--- config.mk ---
export PLATFORM = sky130hd
export DESIGN_NAME = ss_adc_conv_ctrl_flat
export DESIGN_NICKNAME = d
export VERILOG_FILES = /design/src/rtl/ss_adc_conv_ctrl_pkg.sv /design/src/rtl/ss_adc_conv_ctrl_if.sv /design/src/rtl/ss_adc_conv_ctrl_comp_sync_edge.sv /design/src/rtl/ss_adc_conv_ctrl.sv /design/src/flat_wrapper.sv
export SDC_FILE = /design/constraint.sdc
export NUM_CORES = 1
export LEC_CHECK = 0
export BUFFER_PORTS_ARGS = -buffer_cell sky130_fd_sc_hd__clkbuf_2
export CORE_AREA = 2 2 74 76
export DETAILED_ROUTE_END_ITERATION = 7
export DIE_AREA = 0 0 76 78
export PLACE_DENSITY = 0.76
export SYNTH_ARGS = -nofsm -noshare
export SYNTH_HDL_FRONTEND = slang
export SYNTH_SLANG_ARGS = --single-unit
--- constraint.sdc ---
create_clock -name clk -period 2.3 [get_ports clk]
set_clock_uncertainty 0.05 [all_clocks]
set_input_delay 0.23 -clock clk [delete_from_list [all_inputs] [get_ports clk]]
set_output_delay 0.23 -clock clk [all_outputs]
set_load 0.05 [all_outputs]
--- src/rtl/ss_adc_conv_ctrl_pkg.sv ---
// Shared types for the single-slope column ADC: controller FSM states, pipeline latency
// and the capture-code type used by the register array and readout.
package ss_adc_pkg;

  localparam int LAT             = 3;
  localparam int COUNT_WIDTH_DEF = 8;

  typedef logic [COUNT_WIDTH_DEF-1:0] count_t;

  typedef enum logic [2:0] {
    IDLE,
    SETTLE,
    RAMP,
    DRAIN,
    FINISH
  } state_e;

endpackage

--- src/rtl/ss_adc_conv_ctrl_if.sv ---
// Signal bundle between the conversion controller and its surroundings (sequencer,
// comparators, ramp DAC and pixel capture register array).
interface ss_adc_conv_ctrl_if import ss_adc_pkg::*; #(
  parameter int NUM_PIXELS  = 5,
  parameter int COUNT_WIDTH = 8
);

  // Handshake: start is a level request with no ready; it is taken only when the controller
  // is idle (busy=0) and ignored otherwise. enable/count form a one-cycle push into the
  // register array with no back-pressure; done pulses once when a conversion completes.
  logic                   start;
  logic [NUM_PIXELS-1:0]  comp_in;
  logic                   ramp_reset;
  logic [COUNT_WIDTH-1:0] ramp_code;
  logic [COUNT_WIDTH-1:0] count;
  logic [NUM_PIXELS-1:0]  enable;
  logic                   busy;
  logic                   done;
  state_e                 dbg_state;

  modport master (
    output start, comp_in,
    input  ramp_reset, ramp_code, count, enable, busy, done, dbg_state
  );

  modport slave (
    input  start, comp_in,
    output ramp_reset, ramp_code, count, enable, busy, done, dbg_state
  );

endinterface

--- src/rtl/ss_adc_conv_ctrl_comp_sync_edge.sv ---
// One comparator channel: 2-FF synchroniser followed by a registered rising-edge detector
// whose history is forced low while clear_i is high.
module comp_sync_edge (
  input  logic clk,
  input  logic reset_n,
  input  logic comp_i,
  input  logic clear_i,
  output logic edge_o
);

  logic sync1_q, sync2_q, hist_q, edge_q;

  always_ff @(posedge clk or negedge reset_n) begin
    if (!reset_n) begin
      sync1_q <= 1'b0;
      sync2_q <= 1'b0;
      hist_q  <= 1'b0;
      edge_q  <= 1'b0;
    end else begin
      sync1_q <= comp_i;
      sync2_q <= sync1_q;
      // With history held low, a level that is already high reads as an edge once released.
      if (clear_i) begin
        hist_q <= 1'b0;
        edge_q <= 1'b0;
      end else begin
        hist_q <= sync2_q;
        edge_q <= sync2_q & ~hist_q;
      end
    end
  end

  assign edge_o = edge_q;

endmodule

--- src/rtl/ss_adc_conv_ctrl.sv ---
// Single-slope ADC conversion controller: sequences settle/ramp/drain, drives the ramp DAC
// and issues latency-aligned per-pixel capture strobes, saturating pixels that never trip.
module ss_adc_conv_ctrl import ss_adc_pkg::*; #(
  parameter int NUM_PIXELS    = 5,
  parameter int COUNT_WIDTH   = 8,
  parameter int SETTLE_CYCLES = 4
) (
  input  logic              clk,
  input  logic              reset_n,
  ss_adc_conv_ctrl_if.slave bus
);

  localparam logic [COUNT_WIDTH-1:0] CODE_MAX = '1;
  localparam int PHASE_MAX = (SETTLE_CYCLES > LAT) ? SETTLE_CYCLES : LAT;
  localparam int PCW       = $clog2(PHASE_MAX + 1);

  state_e                 state_q, state_d;
  logic [PCW-1:0]         phase_q, phase_d;
  logic [COUNT_WIDTH-1:0] ramp_code_q, ramp_code_d;
  logic [COUNT_WIDTH-1:0] code_p1_q, code_p2_q, count_q, count_d;
  logic                   vld1_q, vld2_q, vld3_q;
  logic [NUM_PIXELS-1:0]  captured_q, captured_d;
  logic [NUM_PIXELS-1:0]  edge_vec, enable;
  logic                   sync_clear;

  always_ff @(posedge clk or negedge reset_n) begin
    if (!reset_n) begin
      state_q     <= IDLE;
      phase_q     <= '0;
      ramp_code_q <= '0;
      code_p1_q   <= '0;
      code_p2_q   <= '0;
      count_q     <= '0;
      vld1_q      <= 1'b0;
      vld2_q      <= 1'b0;
      vld3_q      <= 1'b0;
      captured_q  <= '0;
    end else begin
      state_q     <= state_d;
      phase_q     <= phase_d;
      ramp_code_q <= ramp_code_d;
      code_p1_q   <= ramp_code_q;
      code_p2_q   <= code_p1_q;
      count_q     <= count_d;
      vld1_q      <= (state_q == RAMP);
      vld2_q      <= vld1_q;
      vld3_q      <= vld2_q;
      captured_q  <= captured_d;
    end
  end

  always_comb begin
    state_d     = state_q;
    phase_d     = phase_q;
    ramp_code_d = ramp_code_q;
    case (state_q)
      IDLE: begin
        ramp_code_d = '0;
        if (bus.start) begin
          state_d = SETTLE;
          phase_d = '0;
        end
      end
      SETTLE: begin
        ramp_code_d = '0;
        if (phase_q == PCW'(SETTLE_CYCLES - 1)) begin
          state_d = RAMP;
          phase_d = '0;
        end else begin
          phase_d = phase_q + PCW'(1);
        end
      end
      RAMP: begin
        if (ramp_code_q == CODE_MAX) state_d = DRAIN;
        else ramp_code_d = ramp_code_q + COUNT_WIDTH'(1);
      end
      DRAIN: begin
        if (phase_q == PCW'(LAT - 1)) begin
          state_d = FINISH;
          phase_d = '0;
        end else begin
          phase_d = phase_q + PCW'(1);
        end
      end
      FINISH: begin
        state_d     = IDLE;
        ramp_code_d = '0;
      end
      default: state_d = IDLE;
    endcase
  end

  // Comparator samples taken before the first ramp code reach the edge stage while
  // vld2_q is low, so this clear lines the edge path up with the code pipeline.
  assign sync_clear = ~vld2_q;

  for (genvar gi = 0; gi < NUM_PIXELS; gi++) begin : g_pix
    comp_sync_edge u_sync (
      .clk     (clk),
      .reset_n (reset_n),
      .comp_i  (bus.comp_in[gi]),
      .clear_i (sync_clear),
      .edge_o  (edge_vec[gi])
    );
  end

  always_comb begin
    enable = ((edge_vec & {NUM_PIXELS{vld3_q}}) | {NUM_PIXELS{state_q == FINISH}}) & ~captured_q;
    captured_d = (state_q == SETTLE) ? '0 : (captured_q | enable);
    count_d = count_q;
    if (vld2_q) count_d = code_p2_q;
    else if (state_q == DRAIN && state_d == FINISH) count_d = CODE_MAX;
  end

  assign bus.ramp_reset = (state_q == IDLE) || (state_q == SETTLE);
  assign bus.ramp_code  = ramp_code_q;
  assign bus.count      = count_q;
  assign bus.enable     = enable;
  assign bus.busy       = (state_q != IDLE);
  assign bus.done       = (state_q == FINISH);
  assign bus.dbg_state  = state_q;

endmodule
--- src/flat_wrapper.sv ---
// flat-port wrapper written by rule: the top's interface ports become plain ports
module ss_adc_conv_ctrl_flat import ss_adc_pkg::*;
#(
  parameter int NUM_PIXELS    = 5,
  parameter int COUNT_WIDTH   = 8,
  parameter int SETTLE_CYCLES = 4
)
  (clk, reset_n, bus_start, bus_comp_in, bus_ramp_reset, bus_ramp_code, bus_count, bus_enable, bus_busy, bus_done, bus_dbg_state);
  ss_adc_conv_ctrl_if #(.NUM_PIXELS(NUM_PIXELS), .COUNT_WIDTH(COUNT_WIDTH)) bus_i ();
  input  logic clk;
  input  logic reset_n;
  input wire logic [$bits(bus_i.start)-1:0] bus_start;
  input wire logic [$bits(bus_i.comp_in)-1:0] bus_comp_in;
  output wire logic [$bits(bus_i.ramp_reset)-1:0] bus_ramp_reset;
  output wire logic [$bits(bus_i.ramp_code)-1:0] bus_ramp_code;
  output wire logic [$bits(bus_i.count)-1:0] bus_count;
  output wire logic [$bits(bus_i.enable)-1:0] bus_enable;
  output wire logic [$bits(bus_i.busy)-1:0] bus_busy;
  output wire logic [$bits(bus_i.done)-1:0] bus_done;
  output wire logic [$bits(bus_i.dbg_state)-1:0] bus_dbg_state;
  assign bus_i.start = bus_start;
  assign bus_i.comp_in = bus_comp_in;
  assign bus_ramp_reset = bus_i.ramp_reset;
  assign bus_ramp_code = bus_i.ramp_code;
  assign bus_count = bus_i.count;
  assign bus_enable = bus_i.enable;
  assign bus_busy = bus_i.busy;
  assign bus_done = bus_i.done;
  assign bus_dbg_state = bus_i.dbg_state;
  ss_adc_conv_ctrl #(.NUM_PIXELS(NUM_PIXELS), .COUNT_WIDTH(COUNT_WIDTH), .SETTLE_CYCLES(SETTLE_CYCLES)) u_core (.clk(clk), .reset_n(reset_n), .bus(bus_i));
endmodule
# Word level (Yosys, flattened, before mapping)
# Index checks and enable logic that the tools add are counted.
[totals]
reg_bits = 66
input_bits = 8
out_inout_bits = 27
wordCells = 91
[classes]
addsub = 2
eq_ne = 10
n_mux = 24
n_bitwise = 15
n_reduce_logical = 10
[ops]
columns = ["cell", "count"]
rows = [
  ["8-bit two-way mux", 3],
  ["3-bit two-way mux", 7],
  ["8-bit case mux with 2 select lines", 1],
  ["3-bit by 2-bit == test with 1-bit output (second input constant)", 4],
  ["3-bit case mux with 4 select lines", 1],
  ["5-bit bitwise AND", 2],
  ["1-bit two-way mux", 10],
  ["5-bit bitwise OR", 2],
  ["3-bit case mux with 3 select lines", 1],
  ["8-bit by 1-bit adder with 8-bit output (second input constant)", 1],
  ["8-bit == test (second input constant)", 1],
  ["3-bit == test (second input constant)", 2],
  ["3-bit nonzero test", 2],
  ["1-bit bitwise AND", 5],
  ["5-bit two-way mux", 1],
  ["1-bit NOT", 5],
  ["5-bit NOT", 1],
  ["2-bit inequality test (second input constant)", 2],
  ["2-bit AND reduction", 2],
  ["2-bit nonzero test", 2],
  ["3-bit by 1-bit adder with 3-bit output (second input constant)", 1],
  ["3-bit by 1-bit == test with 1-bit output (second input constant)", 1],
  ["3-bit zero test", 1],
  ["3-bit OR reduction", 1],
  ["other kinds (2)", 2],
]

# Logic depth before layout (Yosys ltp)
# Gate-level depths: netlist (run 1).
[depth]
ltp_word = 7
mapped_depth = 6
depth_no_buf = 6

# Cells and area by module
# From an unflattened synthesis (run 1), not the netlist that was laid out.
[hier_totals]
hier_cells = 205
area_unflattened_um2 = 2538.7
[by_module_without_submodules]
columns = ["mod", "instances", "cells_each", "area_per_inst_um2"]
rows = [
  ["ss_adc_conv_ctrl", 1, 175, 1944.4],
  ["comp_sync_edge", 5, 6, 118.9],
]

# Least setup slack after synthesis (run 1)
# No wires, ideal clock.
[synth_path]
path_kind = "register to output"
startpoint = "register u_core.state_q[2], in the netlist u_core.bus.dbg_state[2]"
endpoint = "output bus_enable[0]"
arrival_ns = 2.083
required_ns = 2.020
path_slack_ns = -0.063
path_stages_with_launch = 5
cell_sequence = "dfrtp_1 > clkbuf_1 > and2b_1 > nand2b_1 > a21oi_1"
[synth_via]
elab_chain_cells = 3
[synth_rtl]
columns = ["item", "line_no", "text"]
rows = [
  ["from (decl)", "ss_adc_conv_ctrl.sv:17", "state_e state_q, state_d;"],
  ["from (signal assigned)", "ss_adc_conv_ctrl.sv:39", "state_q <= state_d;"],
  ["3-bit == test", "ss_adc_conv_ctrl.sv:108", "enable = ((edge_vec & {NUM_PIXELS{vld3_q}}) | {NUM_PIXELS{state_q == FINISH}}) & ~captured_q;"],
  ["5-bit bitwise OR", "ss_adc_conv_ctrl.sv:108", ""],
  ["5-bit bitwise AND", "ss_adc_conv_ctrl.sv:108", ""],
  ["to (decl)", "flat_wrapper.sv:17", "output wire logic [$bits(bus_i.enable)-1:0] bus_enable;"],
]
# No other way between the ends.

# Final worst setup path (run 1)
# Same ends and word-level chain as after synthesis.

==> results of run 1 <==
-- routing by layer --
metal | up-vias | wire [um] | track usage [%]
met4 | 0 | 82 | 7.09
met5 | - | 0 | 0
li1 | 831 | - | -
met3 | 9 | 198 | 6.16
met2 | 41 | 2090 | 26.1
met1 | 813 | 2130 | 22.3
-- Yosys cell counts (4+ instances only) --
| library cell | count |
|---|---|
| dfrtp_1 | 66 |
| a21oi_1 | 22 |
| nand2_1 | 19 |
| nor2b_1 | 13 |
| inv_1 | 10 |
| o21ai_0 | 10 |
| clkbuf_1 | 7 |
| o22ai_1 | 7 |
| and2_1 | 6 |
| ha_1 | 6 |
| mux2i_1 | 4 |
| nand2b_1 | 4 |
| nand3_1 | 4 |
| nor2_1 | 4 |
-- kinds of logic (layout without fill, tap and decap cells) --
| group | count (synthesis) | after routing | synth area share [%] |
|---|---|---|---|
| AOI/OAI and AO/OA | 52 | 52 | 12.1 |
| adders and majority gates | 6 | 6 | 2.98 |
| buffers and inverters | 19 | 70 | 2.89 |
| DFF | 66 | 66 | 65.7 |
| muxes | 5 | 5 | 2.04 |
| and+or+nand+nor | 65 | 65 | 14.3 |
-- power groups by stage --
stage	Clock, mW	Combinational (mW)	Sequential (mW)
floorplan	0	0.732	1.82
global placement	0	1.25	1.61
detailed placement	0	1.28	1.62
CTS	0.822	1.29	1.60
global route	0.875	1.40	1.64
finish	0.793	1.28	1.60
-- flip-flops by register name (all words and copies together) (netlist names) --
name	count
u_core.bus.count	8
u_core.bus.dbg_state	3
u_core.bus.ramp_code	8
u_core.captured_q	5
u_core.code_p1_q	8
u_core.code_p2_q	8
u_core.g_pix.u_sync.edge_o	5
u_core.g_pix.u_sync.hist_q	5
u_core.g_pix.u_sync.sync1_q	5
u_core.g_pix.u_sync.sync2_q	5
u_core.phase_q	3
u_core.vld1_q	1
u_core.vld2_q	1
u_core.vld3_q	1
-- area by class of cell --
type	count	area share, %
Inverter	10	1.26
Multi-Input combinational cell	128	26.5
Timing Repair Buffer	44	8.63
Sequential cell	66	55.3
Tap cell	70	2.93
Clock buffer	11	4.40
Clock inverter	5	1.05
-- stage by stage --
step	util (%)	instances	cell area, um2	setup TNS [ns]	power [mW]
after floorplan	-	213	2510	-0.316	2.56
after global placement	55.0	313	2780	0	2.86
after detailed placement	55.0	313	2780	0	2.90
after CTS	59.3	334	2990	0	3.71
after global routing	59.3	334	2990	0	3.92
final	59.3	334	2990	0	3.68
-- path summary, 6_finish.rpt --
check / startpoint / to / slack, ns / cells after the start
setup / recovery: u_core.bus.dbg_state[2] / bus_enable[0] / 0.26 / 5
hold / removal: reset_n / u_core.g_pix[1].u_sync.sync2_q / 0.02 / 2
setup reg to reg: u_core.bus.dbg_state[1] / u_core.bus.ramp_code[7] / 0.45 / 3
hold reg to reg: u_core.code_p1_q[0] / u_core.code_p2_q[0] / 0.30 / 0
max in group asynchronous: reset_n / u_core.code_p2_q[7] / 1.66 / 2
min in group clk: u_core.code_p1_q[0] / u_core.code_p2_q[0] / 0.30 / 0
-- what timing repair did --
action / CTS / global route
setup endpoints to repair: 0 / 0
hold buffers: 5 / 0
endpoints found under the hold margin: 5 / 0
==> results.toml, run 1 <==
[sta]
rsz0062_at_grt = "no"
maxSlewHeadroom_pct = 46.8
hold_viol_final = 0
fin_crit_sh_pct = 88.9
tightest_slew_ns = 0.799
setup_ws_ns = 0.256
report.final.slew_viol_count = 0
timing.fmax_mhz = 489
min_period_ns = 2.04
setup_viol = 0
worst_hold_slack_ns = 0.0220

[power_and_ir_drop]
swShare_pct = 40.5
p_clk_share_pct = 21.6
powerDensity_nw_per_um2 = 1230
p_leak_nw = 1.45
pwr-share-seq_pct = 43.5
ir_drop_v = 0.000652
combPwrFrac_pct = 34.9
p_int_mw = 2.19
power_switching_mw = 1.49

[drt]
vias = 1694
ant_nets = 0
drt-total-wl_um = 4500
drc = 0
wl_per_cell_um = 13.5
drtIter0Drc = 135
first_pass_iters = 4
viasPerCell = 5.07

[clock_tree]
cts_buffers = 9
root_buffer = "clkbuf_8"
path_clk_slew_ns = 0.07
insertion_delay_ns = 0.33
clock_path_buffers = 2
cts_max_level = 3
cts_resized = 0
cts_tree = "done"
cts_sinks = 66
post_cts_buffers = 0

[cells_and_area]
seq_area_um2 = 1650
n_antenna_cell = 0
drive_gt1_share_pct = 20.8
nFillCells = 409
multi_input_area_um2 = 791
areaGrowthSynthToFinish_pct = 18.8
nets = 273
final_common_cell = "dfrtp_1"
final_cell_mix = "66 x dfrtp_1, 34 x clkbuf_2, 22 x a21oi_1"

[floorplan]
die_area_um2 = 5930
die-width_um = 76
rows = 26
coreArea_um2 = 5040
pin_count = 35
initial_core_util_pct = 49.9
die-height_um = 78

[worst_setup_path]
cpLargestDelayFamily = "buffers and inverters"
worst-path-buf-inv = 2
critPathLaunchType = "flip-flop"
path_cells = "buf_4, and2b_1, nand2b_1, a21oi_1, clkbuf_2"
worstPathArrival_ns = 1.76
crit_slowest_cell = "dfrtp_1"
endpoint_kind = "output port"
crit_type = "flip-flop to output port"
required_ns = 2.02
worstPathMaxFanout = 12
max_stage_delay_ns = 0.35

[logic_synthesis]
syn_nets = 227
yosys_warnings = 0
yosys.area.top_type_share_pct = 65.7
synthArstFlopShare_pct = 100
synth.largest_area_cell = "dfrtp_1"
synth_flop_cell = "dfrtp_1"
syn_area_per_cell_um2 = 11.8
netlist_instances = 213
synthTopCellsByArea = "dfrtp_1 66%, a21oi_1 4.4%, nor2b_1 3.2%"
synth_edf_count = 0
netlist_area_um2 = 2510
ys_types = 38
ys_seq_elements = 66
yosysSeqAreaShare_pct = 65.7

[placed_design]
hpwlAfterDp_um = 3090
gp_congestion = 0.914
pre_cts_slack_ns = 0.475
place.port_buffers = 34

[status]
status = "complete, no violations"

[global_routing]
grt_pass1_wl_um = 7870
grt_usage_pct = 17.1
antenna_found_initial = 0
globalRouteOverflowTotal = 0
grt_pass1_vias = 1695
grt_max_degree = 67

[flow_run]
maxCapViolCount = 0

[hold_path]
holdCritPathClass = "primary input to async pin"
Note: power is estimated with default switching activity, not from simulation.
==> inputs of run 2 (changes only) <==
--- a/config.mk
+++ b/config.mk
@@ -6,10 +6,11 @@
 export NUM_CORES = 1
 export LEC_CHECK = 0
 export BUFFER_PORTS_ARGS = -buffer_cell sky130_fd_sc_hd__clkbuf_2
-export CORE_AREA = 2 2 74 76
+export CAP_MARGIN = 40
+export CORE_AREA = 2 2 71 73
 export DETAILED_ROUTE_END_ITERATION = 7
-export DIE_AREA = 0 0 76 78
-export PLACE_DENSITY = 0.76
+export DIE_AREA = 0 0 73 75
+export PLACE_DENSITY = 0.81
 export SYNTH_ARGS = -nofsm -noshare
 export SYNTH_HDL_FRONTEND = slang
 export SYNTH_SLANG_ARGS = --single-unit
==> results.toml, run 2 (synthesized netlist as in run 1, its figures left out) <==
[status]
status = "complete, no violations"

[placed_design]
place.port_buffers = 34
hpwlAfterDp_um = 3220
gp_congestion = 0.945
pre_cts_slack_ns = 0.493

[power_and_ir_drop]
powerDensity_nw_per_um2 = 1350
p_leak_nw = 1.51
ir_drop_v = 0.000749

[drt]
first_pass_iters = 4
vias = 1775
viasPerCell = 5.56
wl_per_cell_um = 14.6
drtIter0Drc = 110
drt-total-wl_um = 4670
drc = 0
ant_nets = 0

[floorplan]
die-width_um = 73
coreArea_um2 = 4660
initial_core_util_pct = 54.0
rows = 25
pin_count = 35
die-height_um = 75
die_area_um2 = 5480

[worst_setup_path]
max_stage_delay_ns = 0.37
worst-path-buf-inv = 2
rr_worst_depth = 3
r2r_slack_ns = 0.42
cpLargestDelayFamily = "buffers and inverters"
endpoint_kind = "output port"
reg2reg_to = "u_core.bus.ramp_code[7]"
worstPathArrival_ns = 1.84
r2r_start = "u_core.bus.dbg_state[0]"
crit_slowest_cell = "dfrtp_1"
path_cells = "buf_4, and2b_1, nand2b_1, a21oi_1, clkbuf_2"
required_ns = 2.02
critPathLaunchType = "flip-flop"
crit_type = "flip-flop to output port"
worstPathMaxFanout = 18

[cells_and_area]
n_antenna_cell = 0
drive_gt1_share_pct = 21.5
final_cell_mix = "66 x dfrtp_1, 34 x clkbuf_2, 22 x a21oi_1"
nets = 274
final_common_cell = "dfrtp_1"
areaGrowthSynthToFinish_pct = 23.4

[hold_path]
holdCritPathClass = "flip-flop to flip-flop"
hold_end = "u_core.g_pix[0].u_sync.sync2_q"
hold_depth = 0
hp-start = "u_core.g_pix[0].u_sync.sync1_q"

[sta]
rsz0062_at_grt = "no"
min_period_ns = 2.12
report.final.slew_viol_count = 0
tightest_slew_ns = 0.635
setup_viol = 0
timing.fmax_mhz = 471
fin_crit_sh_pct = 92.3
hold_viol_final = 0
maxSlewHeadroom_pct = 57.7
setup_ws_ns = 0.177
worst_hold_slack_ns = 0.291

[clock_tree]
insertion_delay_ns = 0.34
cts_sinks = 66
path_clk_slew_ns = 0.08
cts_resized = 0
cts_buffers = 9
cts_tree = "done"
cts_max_level = 3
root_buffer = "clkbuf_8"
clock_path_buffers = 2

[global_routing]
globalRouteOverflowTotal = 0
grt_max_degree = 42
grt_pass1_vias = 1683
grt_usage_pct = 19.4
grt_pass1_wl_um = 7730
antenna_found_initial = 0

[flow_run]
maxCapViolCount = 0
-- run 2: cell types whose count changed in the layout (fill, tap and decap cells not counted) --
cell / previous run / this run
buf_12: 0 / 1
buf_4: 5 / 4
bufinv_16: 0 / 4
clkbuf_1: 2 / 0
clkbuf_8: 9 / 10
clkinv_2: 3 / 0
clkinv_4: 1 / 2
clkinvlp_4: 1 / 0
dlygate4sd3_1: 5 / 6
-- run 2: layout make-up --
cell class | count | area [um2]
inverter | 10 | 37.5
fill | 340 | 1560
clock inverter | 6 | 138
timing repair buffer | 45 | 280
sequential | 66 | 1650
tap | 54 | 67.6
clock buffer | 10 | 138
multi-input combinational | 128 | 791
-- run 2: layer usage --
layer  global-route usage, %  vias up  routed length [um]
met3                    4.95       15                 271
li1                        -      834                   -
met5                       0        -                   0
met4                    11.5        0                 134
met2                    29.4       80                2220
met1                    25.5      846                2040
-- run 2: how the worst max path moves through the flow --
stage | depth (start not counted) | end | from | slack [ns]
after floorplan | 4 | bus_enable[0] | u_core.bus.dbg_state[2] | -0.06
after global placement | 3 | u_core.bus.ramp_code[7] | u_core.bus.dbg_state[0] | 0.55
after detailed placement | 3 | u_core.bus.ramp_code[7] | u_core.bus.dbg_state[0] | 0.49
after CTS | 5 | bus_enable[0] | u_core.bus.dbg_state[1] | 0.16
after global routing | 5 | bus_enable[4] | u_core.bus.dbg_state[1] | 0.04
final | 5 | bus_enable[0] | u_core.bus.dbg_state[1] | 0.18
-- run 2: where the power goes --
part	total, mW	internal (mW)	switching, mW
Combinational	1.30	0.402	0.898
Sequential	1.60	1.40	0.196
Clock	1.28	0.863	0.422
Total	4.18	2.67	1.52
-- run 2: per-stage QoR --
stage               utilization [%]  total power, mW  instance area, um2  instances  setup TNS, ns
floorplan                         -             2.56                2510        213         -0.316
global placement               59.4             2.87                2770        297              0
detailed placement             59.4             2.91                2770        297              0
CTS                            66.6             4.22                3100        319              0
global route                   66.6             4.41                3100        319              0
finish                         66.6             4.18                3100        319              0
-- run 2: repair_timing --
| action | CTS | global route |
|---|---|---|
| buffers inserted | 0 | 0 |
| hold buffers | 6 | 0 |
| hold endpoints to repair | 30 | 0 |
